**config.mk**
```make
export PLATFORM = sky130hd
export DESIGN_NAME = enemies_headsup_scheduler
export DESIGN_NICKNAME = d
export VERILOG_FILES = /design/src/rtl/enemies_headsup_scheduler.sv
export SDC_FILE = /design/constraint.sdc
export NUM_CORES = 1
export LEC_CHECK = 0
export ABC_AREA = 1
export CAP_MARGIN = 20
export CORE_ASPECT_RATIO = 0.75
export CORE_MARGIN = 2
export CORE_UTILIZATION = 40
export DETAILED_ROUTE_END_ITERATION = 10
export PLACE_DENSITY_LB_ADDON = 0.2
export SLEW_MARGIN = 10
export SYNTH_ARGS = -nofsm -noshare
export SYNTH_HDL_FRONTEND = slang
export SYNTH_SLANG_ARGS = --single-unit
```
**constraint.sdc**
```tcl
create_clock -name clk -period 2.2 [get_ports clk]
set_input_delay 0.33 -clock clk [delete_from_list [all_inputs] [get_ports clk]]
set_output_delay 0.33 -clock clk [all_outputs]
set_load 0.05 [all_outputs]
```
**src/rtl/enemies_headsup_scheduler.sv**
```systemverilog
// Frame-synchronous round-robin owner of the single heads-up bracket drawer; outputs registered, 1 clk after startOfFrame.
// No backpressure: requests and positions are sampled only on frame-start cycles, everything else holds.
module enemies_headsup_scheduler #(
  parameter int NUM_ENEMIES    = 4,
  parameter int IDX_W          = 2,
  parameter int DISPLAY_FRAMES = 30,
  parameter int GAP_FRAMES     = 4,
  parameter int MIN_X          = 5,
  parameter int MIN_Y          = 80
) (
  input  logic                     clk,
  input  logic                     resetN,
  input  logic                     startOfFrame,
  input  logic [NUM_ENEMIES-1:0]   enemyRequest,
  input  logic [NUM_ENEMIES*11-1:0] enemyTopLeftX,
  input  logic [NUM_ENEMIES*11-1:0] enemyTopLeftY,
  output logic [10:0]              topLeftXout,
  output logic [10:0]              topLeftYout,
  output logic                     headsUpEnable,
  output logic [IDX_W-1:0]         grantIndex
);

  typedef enum logic [1:0] {IDLE, SHOW, GAP} state_t;

  state_t           state, state_nxt;
  logic [IDX_W-1:0] rr_ptr, rr_ptr_nxt, grant_nxt, arb_idx;
  logic [7:0]       frame_cnt, frame_cnt_nxt;
  logic [10:0]      x_nxt, y_nxt;
  logic             arb_hit, do_arb;
  logic [10:0]      pos_x [NUM_ENEMIES];
  logic [10:0]      pos_y [NUM_ENEMIES];

  for (genvar g = 0; g < NUM_ENEMIES; g++) begin : g_unpack
    assign pos_x[g] = enemyTopLeftX[11*g +: 11];
    assign pos_y[g] = enemyTopLeftY[11*g +: 11];
  end

  // Keeps the drawer's "position minus offset" arithmetic from wrapping below zero.
  function automatic logic [10:0] clamp(input logic [10:0] v, input logic [10:0] lo);
    return (v < lo) ? lo : v;
  endfunction

  function automatic logic [IDX_W-1:0] scan_idx(input logic [IDX_W-1:0] ptr, input int k);
    return IDX_W'((int'(ptr) + k) % NUM_ENEMIES);
  endfunction

  // Scan from farthest to nearest so the nearest requester after rr_ptr wins.
  always_comb begin
    arb_hit = 1'b0;
    arb_idx = '0;
    for (int k = NUM_ENEMIES; k >= 1; k--) begin
      if (enemyRequest[scan_idx(rr_ptr, k)]) begin
        arb_hit = 1'b1;
        arb_idx = scan_idx(rr_ptr, k);
      end
    end
  end

  always_comb begin
    state_nxt     = state;
    rr_ptr_nxt    = rr_ptr;
    grant_nxt     = grantIndex;
    frame_cnt_nxt = frame_cnt;
    x_nxt         = topLeftXout;
    y_nxt         = topLeftYout;
    do_arb        = 1'b0;
    if (startOfFrame) begin
      case (state)
        IDLE: do_arb = 1'b1;
        SHOW: begin
          if (!enemyRequest[grantIndex] || frame_cnt == 8'd0) begin
            state_nxt     = GAP;
            frame_cnt_nxt = 8'(GAP_FRAMES - 1);
          end else begin
            frame_cnt_nxt = frame_cnt - 8'd1;
            x_nxt         = clamp(pos_x[grantIndex], 11'(MIN_X));
            y_nxt         = clamp(pos_y[grantIndex], 11'(MIN_Y));
          end
        end
        GAP: begin
          if (frame_cnt == 8'd0) do_arb = 1'b1;
          else frame_cnt_nxt = frame_cnt - 8'd1;
        end
        default: state_nxt = IDLE;
      endcase
      if (do_arb) begin
        if (arb_hit) begin
          state_nxt     = SHOW;
          rr_ptr_nxt    = arb_idx;
          grant_nxt     = arb_idx;
          frame_cnt_nxt = 8'(DISPLAY_FRAMES - 1);
          x_nxt         = clamp(pos_x[arb_idx], 11'(MIN_X));
          y_nxt         = clamp(pos_y[arb_idx], 11'(MIN_Y));
        end else begin
          state_nxt = IDLE;
        end
      end
    end
  end

  always_ff @(posedge clk) begin
    if (!resetN) begin
      state         <= IDLE;
      rr_ptr        <= IDX_W'(NUM_ENEMIES - 1);
      grantIndex    <= '0;
      frame_cnt     <= 8'd0;
      topLeftXout   <= 11'(MIN_X);
      topLeftYout   <= 11'(MIN_Y);
      headsUpEnable <= 1'b0;
    end else if (startOfFrame) begin
      state         <= state_nxt;
      rr_ptr        <= rr_ptr_nxt;
      grantIndex    <= grant_nxt;
      frame_cnt     <= frame_cnt_nxt;
      topLeftXout   <= x_nxt;
      topLeftYout   <= y_nxt;
      headsUpEnable <= (state_nxt == SHOW);
    end
  end

endmodule

```
# == Yosys cells after proc, flatten, opt, wreduce, memory -nomap -nowiden ==
# Index checks and enable logic that the tools add are counted.
# word_totals
regBits,37
latch_bits,0
mem_bits_rw,0
mem_bits_ro,0
word_cells,89
mem_count,0
# classes
add_sub_neg,5
n_mul,0
div_mod_pow,0
n_lt_le_gt_ge,11
n_eq_ne,3
n_shift,0
muxes,55
n_bitwise,2
reduce_logical,6
# ops
op,count
11-bit 2-to-1 mux,20
11-bit binary-select mux with 2-bit select,4
8-bit 2-to-1 mux,4
11-bit by 3-bit less-than comparator with 1-bit output (second input constant),2
11-bit by 7-bit less-than comparator with 1-bit output (second input constant),2
8-bit case mux with 2 select lines,1
2-bit by 3-bit less-than comparator with 1-bit output (second input constant),5
2-bit 2-to-1 mux,7
1-bit 2-to-1 mux,12
1-bit binary-select mux with 2-bit select,5
8-bit logical NOT,1
8-bit by 1-bit subtractor with 8-bit output (second input constant),1
3-bit greater-or-equal comparator (second input constant),2
2-bit inverter with 3-bit output,2
2-bit by 1-bit adder with 2-bit output (second input constant),2
2-bit adder (second input constant),2
2-bit by 1-bit equality test with 1-bit output (second input constant),2
2-bit case mux with 2 select lines,1
3-bit AND reduction,1
2-bit equality test (second input constant),1
2-bit logical NOT,1
1-bit case mux with 2 select lines,1
2-bit OR reduction,1
1-bit logical NOT,1
1-bit logical OR,1

# == Depth between registers and ports, before layout ==
# logic_depth
depth_word,15
ltp_mapped,21
mapped_depth_nobuf,19

# == Worst setup path after synthesis ==
# Ideal clock, no wire load.
# synth_path
path_kind,reg2reg
startpoint,register grantIndex[0]
endpoint,register topLeftXout[1]
setup_ps,132
arrival_time_ps,2062
slack_ps,6
path_stages_with_launch,11
path_buffers,2
path_cell_list,dfxtp_1 > buf_2 > clkbuf_1 > nand2_1 > a32o_1 > o21ai_0 > nand2_1 > a21oi_1 > nor2_1 > a21oi_1 > a21oi_1
# synth_via
elab_chain_len,10
# synth_lines
item,line_no,source
start: declaration,20,output logic [IDX_W-1:0] grantIndex
start signal: assignment,113,grantIndex <= grant_nxt;
2-bit inverter with 3-bit output (not written as such),76,"x_nxt = clamp(pos_x[grantIndex], 11'(MIN_X));"
11-bit binary-select mux with 2-bit select,76,
11-bit 2-to-1 mux (not written as such) (2 in series),76,
11-bit by 3-bit less-than comparator with 1-bit output,40,return (v < lo) ? lo : v;
11-bit 2-to-1 mux,40,
11-bit 2-to-1 mux *,71,if (!enemyRequest[grantIndex] || frame_cnt == 8'd0) begin
11-bit 2-to-1 mux *,68,case (state)
11-bit 2-to-1 mux,87,if (arb_hit) begin
11-bit 2-to-1 mux *,86,if (do_arb) begin
end signal: assignment,107,topLeftXout <= 11'(MIN_X);
end signal: assignment,115,topLeftXout <= x_nxt;
end: declaration,17,"output logic [10:0] topLeftXout,"
# Mark *: on every way between the ends. The rest lies on a longest branch, timed or not. The select of a mux whose other input is x is not followed.
# A chain may end at the register's enable or synchronous reset.

# == Final worst setup path ==
# layout_path
startpoint,register rr_ptr[0]
endpoint,register topLeftYout[3]
# layout_via
elab_chain_len,15
# layout_lines
item,line_no,source
start: declaration,26,"logic [IDX_W-1:0] rr_ptr, rr_ptr_nxt, grant_nxt, arb_idx;"
start signal: assignment,104,rr_ptr <= IDX_W'(NUM_ENEMIES - 1);
start signal: assignment,112,rr_ptr <= rr_ptr_nxt;
2-bit by 1-bit adder with 2-bit output,44,return IDX_W'((int'(ptr) + k) % NUM_ENEMIES);
1-bit binary-select mux with 2-bit select,52,"if (enemyRequest[scan_idx(rr_ptr, k)]) begin"
1-bit 2-to-1 mux (not written as such),52,
2-bit 2-to-1 mux (4 in series),52,
2-bit inverter with 3-bit output (not written as such),93,"y_nxt = clamp(pos_y[arb_idx], 11'(MIN_Y));"
11-bit binary-select mux with 2-bit select,93,
11-bit 2-to-1 mux (not written as such) (2 in series),93,
11-bit by 7-bit less-than comparator with 1-bit output,40,
11-bit 2-to-1 mux,40,
11-bit 2-to-1 mux *,87,
11-bit 2-to-1 mux *,86,
end signal: assignment,108,topLeftYout <= 11'(MIN_Y);
end signal: assignment,116,topLeftYout <= y_nxt;
end: declaration,18,"output logic [10:0] topLeftYout,"
# Marked as above.

==> results by group <==
Place
  – Gpl congestion: ~0.89
  – Port Buffer Count: 119
  – Dpl ws: -0.431 ns
  – Hpwl dp: 10.4 mm

Clock network
  – Clk Latency, worst-skew pair: 0.29 ns
  – CTS buffer count: 5
  – # clock sinks: 37
  – Max clock buf depth: 2
  – Cts-stage hold buffer count: 0
  – CTS tree: yes
  – Clk root buf: clkbuf_16
  – Worst-path clk slew: 0.06 ns
  – CTS H-Tree Depth: 2

Floorplanning
  – I/O Pins: 120
  – Initial Utilization: 41.7%
  – Core ar.: 9160 µm²
  – Die area: 10400 µm²
  – Row count: 30
  – Chip width: 117 µm
  – Die Ht: 88.7 µm

GRT
  – Vias in the first global route: 5289
  – Grt total ovfl: 0
  – Largest net degree at the start of global routing: 59
  – GR Layer Usage met1: 35.2%
  – Initial antenna violation count: 0
  – Grt met3 use: 4.59%
  – Global-route wire length before repair: 23.9 mm
  – Grt peak-use layer: met2
  – GR Util met2: approximately 50%
  – Total track usage: 28.6%

Layout
  – Final core utilization: a little over two thirds
  – Layout cell share with drive strength beyond 1: 24.7%
  – Antenna cells: 0
  – Final net count: 941
  – Area grow syn2layout: 69.1%

Worst setup path
  – Slowest CP cell: dfxtp_4
  – Critical path, cell by cell: inv_8 > nand2_4 > nand2_4 > nand2_4 > nand2_4 > nand2_4 > nand2_4 > nand2_8 > buf_12 > buf_16 > nand3_2 > nand3_2 > nand2_2 > nand2_2 > nor2_4 > nand2_4 > nand2_2 > nand2_1 > nand2_1 > a21oi_2
  – R2R Setup Slk: -0.08 ns
  – Cells on worst reg2reg path: 20
  – CP most frequent cell: nand2_4
  – R2R Path End: topLeftYout[3]$_SDFFE_PN0P_
  – CP Data Required Time: 2.35 ns
  – CP max stage delay: around 0.4 ns
  – Largest fanout on the critical path: 8
  – Worst setup startpoint: rr_ptr[0]$_SDFFE_PN1P_
  – CP Capture Point: topLeftYout[3]$_SDFFE_PN0P_
  – Crit path capture type: flip-flop
  – CP startpoint kind: flip-flop
  – Critical path class: flip-flop to flip-flop
  – Worst flop-to-flop path startpoint: rr_ptr[0]$_SDFFE_PN1P_
  – CP arrival: approximately 2.4 ns

Yosys
  – Syn nets: 769
  – Top-area cell type share of the netlist area: 19.9%
  – Ranking of synthesized cells by area: nand2_1 (20%), dfxtp_1 (19%), o21ai_0 (8.8%)
  – Distinct cells, synth: 45
  – Netlist Area Pre-Place: 3820 µm²
  – Ys Warns: 0
  – Most used DFF post-synth: dfxtp_1
  – Post-synthesis cell count: 669
  – Register area share after synthesis: 19.4%
  – Synth async-reset ratio: 0%
  – Post-synth EDFFs: 0
  – Synthesized area per cell: 5.71 µm²
  – Yosys top cell by area: nand2_1
  – Synth Register Bits: 37

Power and ir drop
  – Leakage power: 0.00275 µW
  – Maximum vdd drop: 0.471 mV
  – Pwr/cell area: 1140 nW/µm²

Run status
  – Failing checks: negative setup slack
  – Status: complete, but fails checks

Drt
  – WL per Instance: 15.9 µm
  – Vias: roughly 5500
  – Final wirelength: roughly 15 mm
  – Vias per inst: between 5 and 6
  – DRT Pass-1 Iters: 7
  – Iter 0 DRT Violations: approximately 400
  – DRC: 0
  – Routed Antenna Nets: 0

Min path
  – Hold WC Path Type: flip-flop to flip-flop
  – Hold depth: 2

Timing
  – Slew @ Worst Pin: 0.601 ns
  – Unrepaired setup endpoints after global routing: yes
  – Period utilization: 103%
  – Post-layout min period: between 2 and 2.5 ns
  – Setup WS post-layout: -0.0759 ns
  – Final Max Slew Viols: 0
  – Setup violators final: 10
  – Worst Clk Skew: 0.00513 ns
  – Final Hold Viols: 0
  – FMAX: 0.439 GHz
  – Worst slew margin: 59.9%

Run
  – MaxCap Viol Count: 0
==> cells by family after synthesis <==
group | synth area share [%]
AND/OR/NAND/NOR | 37.0
AO/OA/AOI/OAI | 29.9
buffers and inverters | 11.0
flip-flops | 19.4
XOR/XNOR | 1.15
adder cells (fa/ha/maj) | 1.64
==> per-layer routing <==
layer  wire, µm  share of wire (%)  vias to the layer above
met1       6240                 40                     2530
li1           -                  -                     2602
met2       7540                 49                      319
met4        344                2.2                        0
met5          0                  0                        -
met3       1340                8.7                       46
==> what timing repair did <==
item                       CTS  global route
gates resized for setup     38            93
gates cloned                 7             1
setup endpoints to repair   10            29
setup buffers               11            14
pin swaps                   30            43
==> flip-flops by register name, summed over array words and instances (netlist names) <==
name and flops:
topLeftXout 11, topLeftYout 11, frame_cnt 8, grantIndex 2, rr_ptr 2, state 2, headsUpEnable 1
==> through the flow <==
step | hold WS [ns] | cells | area [µm²] | total power [µW] | setup TNS (ns)
2_1_floorplan | 0.459 | 669 | 3820 | 3590 | 0
3_3_place_gp | 0.457 | 933 | 5530 | 5110 | -5.24
3_5_place_dp | 0.476 | 933 | 5530 | 5190 | -6.26
4_1_cts | 0.485 | 958 | 6050 | 6660 | 0
5_1_grt | 0.505 | 970 | 6460 | 7840 | -2.07
6_report | 0.482 | 970 | 6460 | 7390 | -0.570
==> final cells by class <==
type | instances | area (µm²)
clock inverter | 2 | 38.8
timing repair buffer | 203 | 2100
inverter | 56 | 233
tap | 128 | 160
fill | 736 | 2700
clock buffer | 6 | 129
sequential | 37 | 749
multi-input combinational | 538 | 3050
==> where the power goes <==
part	internal, µW	switching (µW)
Clock	537	287
Sequential	826	161
Combinational	2490	3090
Total	3850	3540
==> Yosys cell counts, types with 9 or more instances <==
cell        n
nand2_1   203
nor2_1     49
clkbuf_1   19
o21ai_0    67
a31oi_1     9
o211ai_1   22
buf_2      16
nand3_1    49
dfxtp_1    37
a21oi_1    64
inv_1      46
==> critical path: cells and delay by family (launching register included) <==
kind | cells | cell delay [ns]
flops | 1 | 0.40
compound gates | 1 | 0.04
simple gates | 16 | 1.31
buf+inv | 3 | 0.38
==> placed cells by master, fill, tap and decap left out, types with 4 or more instances in the layout <==
cell type / Yosys / layout
nand2_1: 203 / 164
nor2_1: 49 / 46
dfxtp_1: 37 / 32
o22ai_1: 4 / 4
ha_1: 5 / 4
o21ai_1: 8 / 11
o211ai_1: 22 / 22
o21ai_0: 67 / 62
inv_4: 0 / 4
nand2_4: 1 / 13
buf_12: 0 / 17
nand4_1: 4 / 4
buf_6: 4 / 5
nand3_1: 49 / 33
nand2_8: 1 / 4
nand2_2: 8 / 34
nor2_2: 3 / 4
a21oi_2: 4 / 7
dfxtp_2: 0 / 4
nand3_2: 2 / 15
a21oi_1: 64 / 61
inv_2: 7 / 10
o22a_1: 5 / 5
nand3_4: 1 / 4
clkbuf_16: 0 / 6
clkdlybuf4s50_1: 0 / 113
buf_4: 1 / 61
a31oi_1: 9 / 9
inv_1: 46 / 39
dlygate4sd2_1: 0 / 4
==> how the worst min path moves through the flow <==
stage                                          start                         end  slack (ns)
after floorplan            frame_cnt[6]$_SDFFE_PN0P_   frame_cnt[6]$_SDFFE_PN0P_        0.46
after global placement    headsUpEnable$_SDFFE_PN0P_  headsUpEnable$_SDFFE_PN0P_        0.46
after detailed placement  headsUpEnable$_SDFFE_PN0P_  headsUpEnable$_SDFFE_PN0P_        0.48
after CTS                 headsUpEnable$_SDFFE_PN0P_  headsUpEnable$_SDFFE_PN0P_        0.48
after global routing      headsUpEnable$_SDFFE_PN0P_  headsUpEnable$_SDFFE_PN0P_        0.50
final                     headsUpEnable$_SDFFE_PN0P_  headsUpEnable$_SDFFE_PN0P_        0.48
No activity file was read; power rests on OpenSTA's default activity.
